File: src/rtl/vga_fill_engine.sv
`timescale 1ns/1ps
// Rectangle-fill and direct-pixel write sequencer for the frame RAM CPU write port.
// Wishbone registers queue fill commands; the engine emits at most one pixel per clock.
module vga_fill_engine #(
    parameter int ROW_W     = 10,
    parameter int COL_W     = 10,
    parameter int RGB_W     = 12,
    parameter int MAX_ROW   = 599,
    parameter int MAX_COL   = 799,
    parameter int CMD_DEPTH = 4
) (
    input  logic             wb_clk_i,
    input  logic             wb_rst_i,
    input  logic             wb_cyc_i,
    input  logic             wb_stb_i,
    input  logic             wb_we_i,
    input  logic [7:0]       wb_adr_i,
    input  logic [31:0]      wb_dat_i,
    output logic [31:0]      wb_dat_o,
    output logic             wb_ack_o,
    output logic             pix_we,
    output logic [ROW_W-1:0] pix_row,
    output logic [COL_W-1:0] pix_col,
    output logic [RGB_W-1:0] pix_rgb,
    output logic             busy
);
    localparam int PTR_W = (CMD_DEPTH > 1) ? $clog2(CMD_DEPTH) : 1;
    localparam int CNT_W = PTR_W + 1;
    localparam logic [ROW_W:0]   ROW_LIM  = (ROW_W + 1)'(MAX_ROW);
    localparam logic [COL_W:0]   COL_LIM  = (COL_W + 1)'(MAX_COL);
    localparam logic [CNT_W-1:0] FULL_CNT = CNT_W'(CMD_DEPTH);

    typedef struct packed {
        logic [ROW_W-1:0] row;
        logic [COL_W-1:0] col;
        logic [ROW_W-1:0] h;
        logic [COL_W-1:0] w;
        logic [RGB_W-1:0] rgb;
    } cmd_t;

    typedef enum logic [1:0] {IDLE, LOAD, FILL} state_t;

    state_t           state_q, state_d;
    logic             ack_q, ack_d;
    logic [ROW_W-1:0] org_row_q, org_row_d, size_h_q, size_h_d;
    logic [COL_W-1:0] org_col_q, org_col_d, size_w_q, size_w_d;
    logic [RGB_W-1:0] color_q, color_d;
    logic             ovf_q, ovf_d, clip_q, clip_d, pend_q, pend_d;
    logic [ROW_W-1:0] dir_row_q, dir_row_d;
    logic [COL_W-1:0] dir_col_q, dir_col_d;
    logic [RGB_W-1:0] dir_rgb_q, dir_rgb_d;
    cmd_t             fifo_q [CMD_DEPTH];
    cmd_t             fifo_d [CMD_DEPTH];
    logic [PTR_W-1:0] wr_ptr_q, wr_ptr_d, rd_ptr_q, rd_ptr_d;
    logic [CNT_W-1:0] cnt_q, cnt_d;
    logic [ROW_W-1:0] r_q, r_d, row_end_q, row_end_d;
    logic [COL_W-1:0] c_q, c_d, col0_q, col0_d, col_end_q, col_end_d;
    logic [RGB_W-1:0] rgb_q, rgb_d;
    logic             pix_we_q, pix_we_d;
    logic [ROW_W-1:0] pix_row_q, pix_row_d;
    logic [COL_W-1:0] pix_col_q, pix_col_d;
    logic [RGB_W-1:0] pix_rgb_q, pix_rgb_d;

    logic             wr_en, push, pop, abort, busy_w;
    logic [2:0]       reg_sel;
    cmd_t             head;
    logic [ROW_W:0]   row_sum, dir_row_x;
    logic [COL_W:0]   col_sum, dir_col_x;
    logic [31:0]      rd_data;
    logic             unused_adr;

    // Bus handshake: a transfer is requested while cyc&stb are high and completes in the
    // single cycle wb_ack_o is high; register writes commit on the edge that ends that cycle.
    assign wr_en      = ack_q & wb_cyc_i & wb_stb_i & wb_we_i;
    assign reg_sel    = wb_adr_i[4:2];
    assign unused_adr = ^{wb_adr_i[7:5], wb_adr_i[1:0]};
    assign pop        = (state_q == LOAD);
    assign head       = fifo_q[rd_ptr_q];
    assign row_sum    = {1'b0, head.row} + {1'b0, head.h} - (ROW_W + 1)'(1);
    assign col_sum    = {1'b0, head.col} + {1'b0, head.w} - (COL_W + 1)'(1);
    assign dir_row_x  = {1'b0, wb_dat_i[22 +: ROW_W]};
    assign dir_col_x  = {1'b0, wb_dat_i[12 +: COL_W]};
    assign busy_w     = (state_q != IDLE) | (cnt_q != '0) | pend_q | pix_we_q;

    always_comb begin
        ack_d     = ~ack_q & wb_stb_i & wb_cyc_i;
        state_d   = state_q;
        org_row_d = org_row_q;
        org_col_d = org_col_q;
        size_h_d  = size_h_q;
        size_w_d  = size_w_q;
        color_d   = color_q;
        ovf_d     = ovf_q;
        clip_d    = clip_q;
        pend_d    = pend_q;
        dir_row_d = dir_row_q;
        dir_col_d = dir_col_q;
        dir_rgb_d = dir_rgb_q;
        fifo_d    = fifo_q;
        wr_ptr_d  = wr_ptr_q;
        rd_ptr_d  = rd_ptr_q;
        cnt_d     = cnt_q;
        r_d       = r_q;
        c_d       = c_q;
        col0_d    = col0_q;
        row_end_d = row_end_q;
        col_end_d = col_end_q;
        rgb_d     = rgb_q;
        pix_we_d  = 1'b0;
        pix_row_d = pix_row_q;
        pix_col_d = pix_col_q;
        pix_rgb_d = pix_rgb_q;
        push      = 1'b0;
        abort     = 1'b0;

        // A pending direct pixel owns the write port; the fill stalls in place behind it.
        if (pend_q) begin
            pix_we_d  = 1'b1;
            pix_row_d = dir_row_q;
            pix_col_d = dir_col_q;
            pix_rgb_d = dir_rgb_q;
            pend_d    = 1'b0;
        end

        if (wr_en) begin
            case (reg_sel)
                3'd0: begin
                    org_row_d = wb_dat_i[10 +: ROW_W];
                    org_col_d = wb_dat_i[0 +: COL_W];
                end
                3'd1: begin
                    size_h_d = wb_dat_i[10 +: ROW_W];
                    size_w_d = wb_dat_i[0 +: COL_W];
                end
                3'd2: begin
                    color_d = wb_dat_i[0 +: RGB_W];
                    if (cnt_q == FULL_CNT) begin
                        ovf_d = 1'b1;
                    end else begin
                        fifo_d[wr_ptr_q] = '{row: org_row_q, col: org_col_q, h: size_h_q,
                                             w: size_w_q, rgb: wb_dat_i[0 +: RGB_W]};
                        wr_ptr_d = wr_ptr_q + PTR_W'(1);
                        push     = 1'b1;
                    end
                end
                3'd3: begin
                    if (wb_dat_i[1]) ovf_d = 1'b0;
                    if (wb_dat_i[2]) clip_d = 1'b0;
                    abort = wb_dat_i[31];
                end
                3'd4: begin
                    if (dir_row_x > ROW_LIM || dir_col_x > COL_LIM) begin
                        clip_d = 1'b1;
                    end else begin
                        pend_d    = 1'b1;
                        dir_row_d = wb_dat_i[22 +: ROW_W];
                        dir_col_d = wb_dat_i[12 +: COL_W];
                        dir_rgb_d = wb_dat_i[0 +: RGB_W];
                    end
                end
                default: ;
            endcase
        end

        unique case (state_q)
            IDLE: if (cnt_q != '0) state_d = LOAD;
            LOAD: begin
                rd_ptr_d = rd_ptr_q + PTR_W'(1);
                if (head.w == '0 || head.h == '0) begin
                    state_d = IDLE;
                end else if ({1'b0, head.row} > ROW_LIM || {1'b0, head.col} > COL_LIM) begin
                    clip_d  = 1'b1;
                    state_d = IDLE;
                end else begin
                    state_d   = FILL;
                    r_d       = head.row;
                    c_d       = head.col;
                    col0_d    = head.col;
                    rgb_d     = head.rgb;
                    row_end_d = row_sum[ROW_W-1:0];
                    col_end_d = col_sum[COL_W-1:0];
                    if (row_sum > ROW_LIM) begin
                        row_end_d = ROW_LIM[ROW_W-1:0];
                        clip_d    = 1'b1;
                    end
                    if (col_sum > COL_LIM) begin
                        col_end_d = COL_LIM[COL_W-1:0];
                        clip_d    = 1'b1;
                    end
                end
            end
            FILL: if (!pend_q) begin
                pix_we_d  = 1'b1;
                pix_row_d = r_q;
                pix_col_d = c_q;
                pix_rgb_d = rgb_q;
                if (c_q == col_end_q) begin
                    c_d = col0_q;
                    if (r_q == row_end_q) state_d = IDLE;
                    else r_d = r_q + ROW_W'(1);
                end else begin
                    c_d = c_q + COL_W'(1);
                end
            end
            default: state_d = IDLE;
        endcase

        case ({push, pop})
            2'b10:   cnt_d = cnt_q + CNT_W'(1);
            2'b01:   cnt_d = cnt_q - CNT_W'(1);
            default: ;
        endcase

        if (abort) begin
            cnt_d    = '0;
            wr_ptr_d = '0;
            rd_ptr_d = '0;
            state_d  = IDLE;
        end
    end

    always_comb begin
        rd_data = '0;
        case (reg_sel)
            3'd0: begin
                rd_data[10 +: ROW_W] = org_row_q;
                rd_data[0 +: COL_W]  = org_col_q;
            end
            3'd1: begin
                rd_data[10 +: ROW_W] = size_h_q;
                rd_data[0 +: COL_W]  = size_w_q;
            end
            3'd2: rd_data[0 +: RGB_W] = color_q;
            3'd3: begin
                rd_data[0]          = busy_w;
                rd_data[1]          = ovf_q;
                rd_data[2]          = clip_q;
                rd_data[8 +: CNT_W] = cnt_q;
            end
            default: ;
        endcase
    end

    always_ff @(posedge wb_clk_i or posedge wb_rst_i) begin
        if (wb_rst_i) begin
            state_q   <= IDLE;
            ack_q     <= 1'b0;
            org_row_q <= '0;
            org_col_q <= '0;
            size_h_q  <= '0;
            size_w_q  <= '0;
            color_q   <= '0;
            ovf_q     <= 1'b0;
            clip_q    <= 1'b0;
            pend_q    <= 1'b0;
            dir_row_q <= '0;
            dir_col_q <= '0;
            dir_rgb_q <= '0;
            fifo_q    <= '{default: '0};
            wr_ptr_q  <= '0;
            rd_ptr_q  <= '0;
            cnt_q     <= '0;
            r_q       <= '0;
            c_q       <= '0;
            col0_q    <= '0;
            row_end_q <= '0;
            col_end_q <= '0;
            rgb_q     <= '0;
            pix_we_q  <= 1'b0;
            pix_row_q <= '0;
            pix_col_q <= '0;
            pix_rgb_q <= '0;
        end else begin
            state_q   <= state_d;
            ack_q     <= ack_d;
            org_row_q <= org_row_d;
            org_col_q <= org_col_d;
            size_h_q  <= size_h_d;
            size_w_q  <= size_w_d;
            color_q   <= color_d;
            ovf_q     <= ovf_d;
            clip_q    <= clip_d;
            pend_q    <= pend_d;
            dir_row_q <= dir_row_d;
            dir_col_q <= dir_col_d;
            dir_rgb_q <= dir_rgb_d;
            fifo_q    <= fifo_d;
            wr_ptr_q  <= wr_ptr_d;
            rd_ptr_q  <= rd_ptr_d;
            cnt_q     <= cnt_d;
            r_q       <= r_d;
            c_q       <= c_d;
            col0_q    <= col0_d;
            row_end_q <= row_end_d;
            col_end_q <= col_end_d;
            rgb_q     <= rgb_d;
            pix_we_q  <= pix_we_d;
            pix_row_q <= pix_row_d;
            pix_col_q <= pix_col_d;
            pix_rgb_q <= pix_rgb_d;
        end
    end

    assign wb_ack_o = ack_q;
    assign wb_dat_o = rd_data;
    assign pix_we   = pix_we_q;
    assign pix_row  = pix_row_q;
    assign pix_col  = pix_col_q;
    assign pix_rgb  = pix_rgb_q;
    assign busy     = busy_w;

endmodule

File: config.mk
export PLATFORM = sky130hd
export DESIGN_NAME = vga_fill_engine
export DESIGN_NICKNAME = d
export VERILOG_FILES = /design/src/rtl/vga_fill_engine.sv
export SDC_FILE = /design/constraint.sdc
export NUM_CORES = 1
export LEC_CHECK = 0
export ABC_AREA = 1
export CORE_UTILIZATION = 50
export DETAILED_ROUTE_END_ITERATION = 16
export PLACE_DENSITY = 0.68
export SETUP_SLACK_MARGIN = 0.5
export SLEW_MARGIN = 5
export SYNTH_ARGS = -nofsm -noshare
export SYNTH_HDL_FRONTEND = slang
export SYNTH_SLANG_ARGS = --single-unit
export TNS_END_PERCENT = 5
File: constraint.sdc
create_clock -name wb_clk_i -period 16.1 [get_ports wb_clk_i]
set_input_delay 4.025 -clock wb_clk_i [delete_from_list [all_inputs] [get_ports wb_clk_i]]
set_output_delay 4.025 -clock wb_clk_i [all_outputs]
set_load 0.005 [all_outputs]
* After elaboration in Yosys (flattened, before gate mapping)
Index checks and enable logic that the tools add are counted.
** Word-level totals
- Output and inout bits :: 67
- Bits in registers :: 400
- Bits of input ports :: 45
- Word-level logic and storage cells :: 202
** Operators by class
- Bitwise logic cells :: 15
- Reductions and logical operators :: 27
- Mux-type cells :: 72
- Add/subtract/negate cells :: 10
- $lt $le $gt $ge :: 9
- Equal/unequal tests :: 23
** Operators by type and width (count)
- bitwise mux 208 bit :: 1
- 2-to-1 mux 10 bit :: 17
- 2-to-1 mux 52 bit :: 3
- binary-select mux 52 bit (select 2 bit) :: 1
- demux 52 bit (select 2 bit) :: 1
- > comparator 10 bit (second input constant) :: 4
- case mux 10 bit (2 select lines) :: 2
- 2-to-1 mux 12 bit :: 3
- 2-to-1 mux 2 bit :: 13
- case mux 3 bit (4 select lines) :: 2
- adder 10 x 10 -> 11 bit :: 2
- > comparator 11 x 10 -> 1 bit (second input constant) :: 2
- subtractor 11 x 1 -> 11 bit (second input constant) :: 2
- 2-to-1 mux 1 bit :: 21
- adder 10 x 1 -> 10 bit (second input constant) :: 2
- equality test 10 bit :: 2
- zero test 10 bit :: 2
- inequality test 2 bit (second input constant) :: 8
- case mux 8 bit (2 select lines) :: 1
- case mux 5 bit (3 select lines) :: 1
- inequality test 3 bit (second input constant) :: 4
- AND reduction 3 bit :: 4
- AND reduction 4 bit :: 3
- nonzero test 2 bit :: 6
- other kinds (26) :: 49

* Depth between registers and ports, before layout
- Depth in word-level cells :: 12
- Depth in mapped cells :: 25
- Mapped depth without buffers :: 22

* Least setup slack after synthesis
No wires, ideal clock.
- Path type :: in2out
- Start :: input wb_adr_i[3]
- End :: output wb_dat_o[1]
- Arrival time :: 4.980 ns
- Stages on the path :: 4
- Setup slack :: 7.095 ns
- Path buffers :: 1
- Data required time :: 12.075 ns
- Path through :: nor3_1 > clkinv_1 > clkbuf_1 > o221ai_1
** On the way
- Word-level cells in the longest chain between the ends :: 2
- Elaborated cells between the ends (all ways) :: 5
- Those cells by class :: eq/ne: 3; mux: 1; reduce/logical: 1
** RTL lines
- start, declared :: line 17 : input logic [7:0] wb_adr_i,
- equality test 3 x 2 -> 1 bit (tied with other cells) :: line 224 : case (reg_sel)
- case mux 3 bit (4 select lines) (*) :: line 224
- end, declared :: line 19 : output logic [31:0] wb_dat_o,
Every way passes the cells marked *; elsewhere a longest branch is shown, timed or not.

* Worst setup path after layout
- Start :: input wb_adr_i[2]
- End :: output wb_dat_o[9]
The elaborated chain is that of the path after synthesis.

==> tab_implementation.tex <==
\begin{tabular}{lr}
\hline
Metric & Value \\
\hline
\multicolumn{2}{l}{\textbf{Worst setup path}} \\
\quad CP arrival & roughly 7 ns \\
\quad Highest net fanout along the worst path & 19 \\
\quad Startpoint type of the worst setup path & input pin \\
\quad Launch point of the worst reg-to-reg path & rd\_ptr\_q[0] \\
\quad Kind of critical path & input pin to output pin \\
\quad Internal reg-to-reg setup slack & 11.13 ns \\
\quad Critical Path Source & wb\_adr\_i[2] \\
\quad Data required time at the worst endpoint & approximately 12 ns \\
\quad Crit end category & output pin \\
\multicolumn{2}{l}{\textbf{Clock tree}} \\
\quad Clock-pin transition on the worst setup and hold timing paths & roughly 0.060 ns \\
\quad Master cell of the clock root buffer & clkbuf\_16 \\
\quad CTS tree & built \\
\quad Clock latency on the worst-skew pair & roughly 0.58 ns \\
\quad Number of sinks on the clock net & 400 \\
\quad Max clock buf depth & 3 \\
\quad Post-CTS Setup Repair Bufs & 0 \\
\quad Number of H-tree branching levels & 2 \\
\quad Inserted Clock Buffers & 44 \\
\quad Post-CTS resize count & 0 \\
\quad Post-CTS Hold Buffers & 0 \\
\multicolumn{2}{l}{\textbf{Flow run}} \\
\quad Maximum capacitance violations & 0 \\
\multicolumn{2}{l}{\textbf{Timing}} \\
\quad Minimum setup slack in the final design & approximately 5.1 ns \\
\quad Final clock period utilization by the worst path & 0.6825 \\
\quad Max-slew violation count & 0 \\
\quad Worst slew margin & 0.2318 \\
\quad Final worst hold slack & about 0.46 ns \\
\quad Setup TNS & 0 ns \\
\quad Final worst clock skew & 0.02545 ns \\
\quad Highest attainable clock frequency & about 91 MHz \\
\quad Final setup fails & 0 \\
\quad Final worst path period need & 10.99 ns \\
\quad Setup repair after global routing missed its margin & false \\
\quad Transition time of the tightest slew-check pin & between 1 and 1.5 ns \\
\quad Final hold viol count & 0 \\
\multicolumn{2}{l}{\textbf{Power}} \\
\quad Internal power component & roughly 0.0024 W \\
\quad Net switching power figure & between 0.0015 and 0.002 W \\
\quad Reported leakage power & about 10 nW \\
\quad Logic gate share of total power & 0.437 \\
\quad Maximum vdd ir drop & 0.09447 mV \\
\quad Net switching share of the total power & 0.4192 \\
\quad Power density over the cells & 183.0 mW/mm\^{}2 \\
\quad Clock share of power & 0.254 \\
\quad Sequential group share of total power & 0.308 \\
\multicolumn{2}{l}{\textbf{Floorplan}} \\
\quad Core Box Area & between 0.03 and 0.04 sq mm \\
\quad \# IOs & roughly 110 \\
\quad Chip Height & 199.8 um \\
\quad Row count & around 70 \\
\quad DIE AREA & 0.03993 sq mm \\
\quad Starting Density & 0.5063 \\
\quad Width of the chip & $\sim$200 um \\
\multicolumn{2}{l}{\textbf{Yosys}} \\
\quad Leading register cell type out of synthesis & dfrtp\_1 \\
\quad Cell types with the highest counts after synthesis & nand2\_1 (808), dfrtp\_1 (400), o21ai\_0 (342) \\
\quad Most numerous cell in the Yosys netlist & nand2\_1 \\
\quad Post-Synthesis Cells & 2434 \\
\quad Count of cell types in the netlist & 43 \\
\quad Cells taking the most area after synthesis & dfrtp\_1 (51\%), nand2\_1 (15\%), o21ai\_0 (8.7\%), inv\_1 (4.4\%), nand3\_1 (4.1\%) \\
\quad Fraction of synthesis flops using an asynchronous set or reset pin & 1.000 \\
\quad Mean instance size in the synthesized netlist & 8.040 sq um \\
\quad Count of flip-flops with a built-in enable after synthesis & 0 \\
\quad Netlist area before placement & about 0.020 sq mm \\
\quad Largest area contributor in the netlist & dfrtp\_1 \\
\quad Sequential cell area fraction in the yosys report & 0.5115 \\
\quad Synth warnings & 0 \\
\quad Top-area cell type share of the netlist area & 0.5115 \\
\quad Synthesized flop and latch total & 400 \\
\multicolumn{2}{l}{\textbf{Placement}} \\
\quad Placement-stage worst setup slack & 5.254 ns \\
\quad HPWL Detailed & around 34 mm \\
\quad Last weighted congestion value of the routability-driven placer & just over 0.9 \\
\quad Number of port buffers & 94 \\
\multicolumn{2}{l}{\textbf{Global route}} \\
\quad Remaining global-route overflow & 0 \\
\quad Via count of the first global-routing pass & around 16000 \\
\quad Number of antenna violations at the first check in global routing & 1 \\
\quad First-pass GRT wire length & 86.46 mm \\
\quad Global router's overall resource usage & 0.2810 \\
\quad Maximum number of pins on one net before global-route repair & 150 \\
\multicolumn{2}{l}{\textbf{Detailed routing}} \\
\quad Final wirelength & 54.08 mm \\
\quad Remaining DRCs & 0 \\
\quad Detailed router's first-iteration violation count & $\sim$1400 \\
\quad Antenna-violating nets left & 0 \\
\quad Detail-routed via count per cell & $\sim$5.5 \\
\quad Routed WL per cell & around 18 um \\
\quad Initial DRT Pass Iterations & 5 \\
\quad Via count of the routed design & 16540 \\
\multicolumn{2}{l}{\textbf{Finish}} \\
\quad Share of cells above drive strength 1 & 0.04662 \\
\quad Fin nets & 2550 \\
\quad Area of all sequential standard cells & approximately 0.010 sq mm \\
\quad Fill cell instance count of the final layout & roughly 3500 \\
\quad Area growth syn-to-layout & 13.17\% \\
\quad Multi-input gate area & 0.008020 sq mm \\
\multicolumn{2}{l}{\textbf{Run status}} \\
\quad Result of the run & complete, no violations \\
\multicolumn{2}{l}{\textbf{Min path}} \\
\quad Hold\_sp & wb\_ack\_o \\
\quad Kind of path behind the tightest hold check & flop to flop \\
\hline
\end{tabular}
-- worst max-delay path, stage by stage --
cell             delay, ns
clkdlybuf4s50_1       0.50
inv_1                 0.07
nor3_1                0.33
clkinv_1              0.81
o221ai_1              0.63
clkdlybuf4s50_1       0.58
-- path summary, 6_finish.rpt --
check	end	depth (start not counted)
setup reg to reg	clip_q	18
hold reg to reg	wb_ack_o	1
setup / recovery	wb_dat_o[9]	6
hold / removal	wb_ack_o	1
max in group asynchronous	org_row_q[0]	4
min in group asynchronous	fifo_q[77]	2
-- sequential cells by signal, indices dropped and copies added, names as in the netlist, 12 cells and up --
| signal | cells |
|---|---|
| fifo_q | 208 |
| color_q | 12 |
| dir_rgb_q | 12 |
| pix_rgb | 12 |
| rgb_q | 12 |
-- cell type report --
class	count	area share
Clock buffer	64	0.05859
Timing Repair Buffer	112	0.04916
Antenna cell	2	0.0002260
Sequential cell	400	0.4522
Multi-Input combinational cell	1663	0.3622
Tap cell	518	0.02927
Clock inverter	12	0.007797
Inverter	237	0.04062
-- power groups by stage --
stage / registers (W) / clock network (W) / logic, W
2_1_floorplan: 0.00121 / 0 / 0.00133
3_3_place_gp: 0.00126 / 0 / 0.00172
3_5_place_dp: 0.00126 / 0 / 0.00176
4_1_cts: 0.00125 / 0.00104 / 0.00177
5_1_grt: 0.00126 / 0.00108 / 0.00202
6_report: 0.00125 / 0.00103 / 0.00177
-- cells by family (layout without fill, tap and decap cells) --
| family | Yosys count | in the layout | synth area share |
|---|---|---|---|
| compound gates | 491 | 491 | 0.1382 |
| xor+xnor | 25 | 25 | 0.01119 |
| fa+ha+maj | 47 | 47 | 0.03120 |
| buf+inv | 382 | 425 | 0.08267 |
| flops | 400 | 400 | 0.5115 |
| other cells | 1 | 14 | 0.0001916 |
| simple gates | 1088 | 1088 | 0.2251 |
-- layer usage --
layer  track usage  vias up  wire length, um
met5             0        -                0
met4       0.09924        0             1565
met3       0.04368       88             3453
met2        0.4510      503            25220
met1        0.3876     8060            23840
li1              -     7888                -
-- through the flow --
stage,cell area [sq um],power [W],instances,utilization
after floorplan,19610,0.002539,2445,-
after global placement,20670,0.002987,2930,0.5348
after detailed placement,20670,0.003020,2930,0.5348
after CTS,22140,0.004066,3006,0.5729
after global routing,22140,0.004370,3006,0.5729
final,22150,0.004053,3008,0.5730
-- cell usage in the layout, fill, tap and decap left out, types with 2 or more instances in the layout --
| cell type | count |
|---|---|
| a21oi_1 | 24 |
| a22oi_1 | 5 |
| a32o_1 | 3 |
| buf_4 | 17 |
| bufinv_16 | 3 |
| clkbuf_1 | 9 |
| clkbuf_16 | 45 |
| clkbuf_8 | 10 |
| clkdlybuf4s50_1 | 94 |
| clkinv_1 | 4 |
| clkinv_2 | 4 |
| clkinvlp_4 | 3 |
| conb_1 | 12 |
| dfrtp_1 | 399 |
| diode_2 | 2 |
| fa_1 | 3 |
| ha_1 | 44 |
| inv_1 | 229 |
| inv_16 | 2 |
| inv_2 | 2 |
| nand2_1 | 804 |
| nand2_2 | 5 |
| nand2_4 | 4 |
| nand3_1 | 161 |
| nand3b_1 | 5 |
| nand4_1 | 11 |
| nor2_1 | 79 |
| nor3_1 | 8 |
| nor4_1 | 2 |
| o211ai_1 | 35 |
| o21ai_0 | 342 |
| o21ai_1 | 33 |
| o21ai_2 | 10 |
| o221ai_1 | 15 |
| o22ai_1 | 20 |
| xnor2_1 | 5 |
| xor2_1 | 20 |
Power figures use the tool's default switching activity.
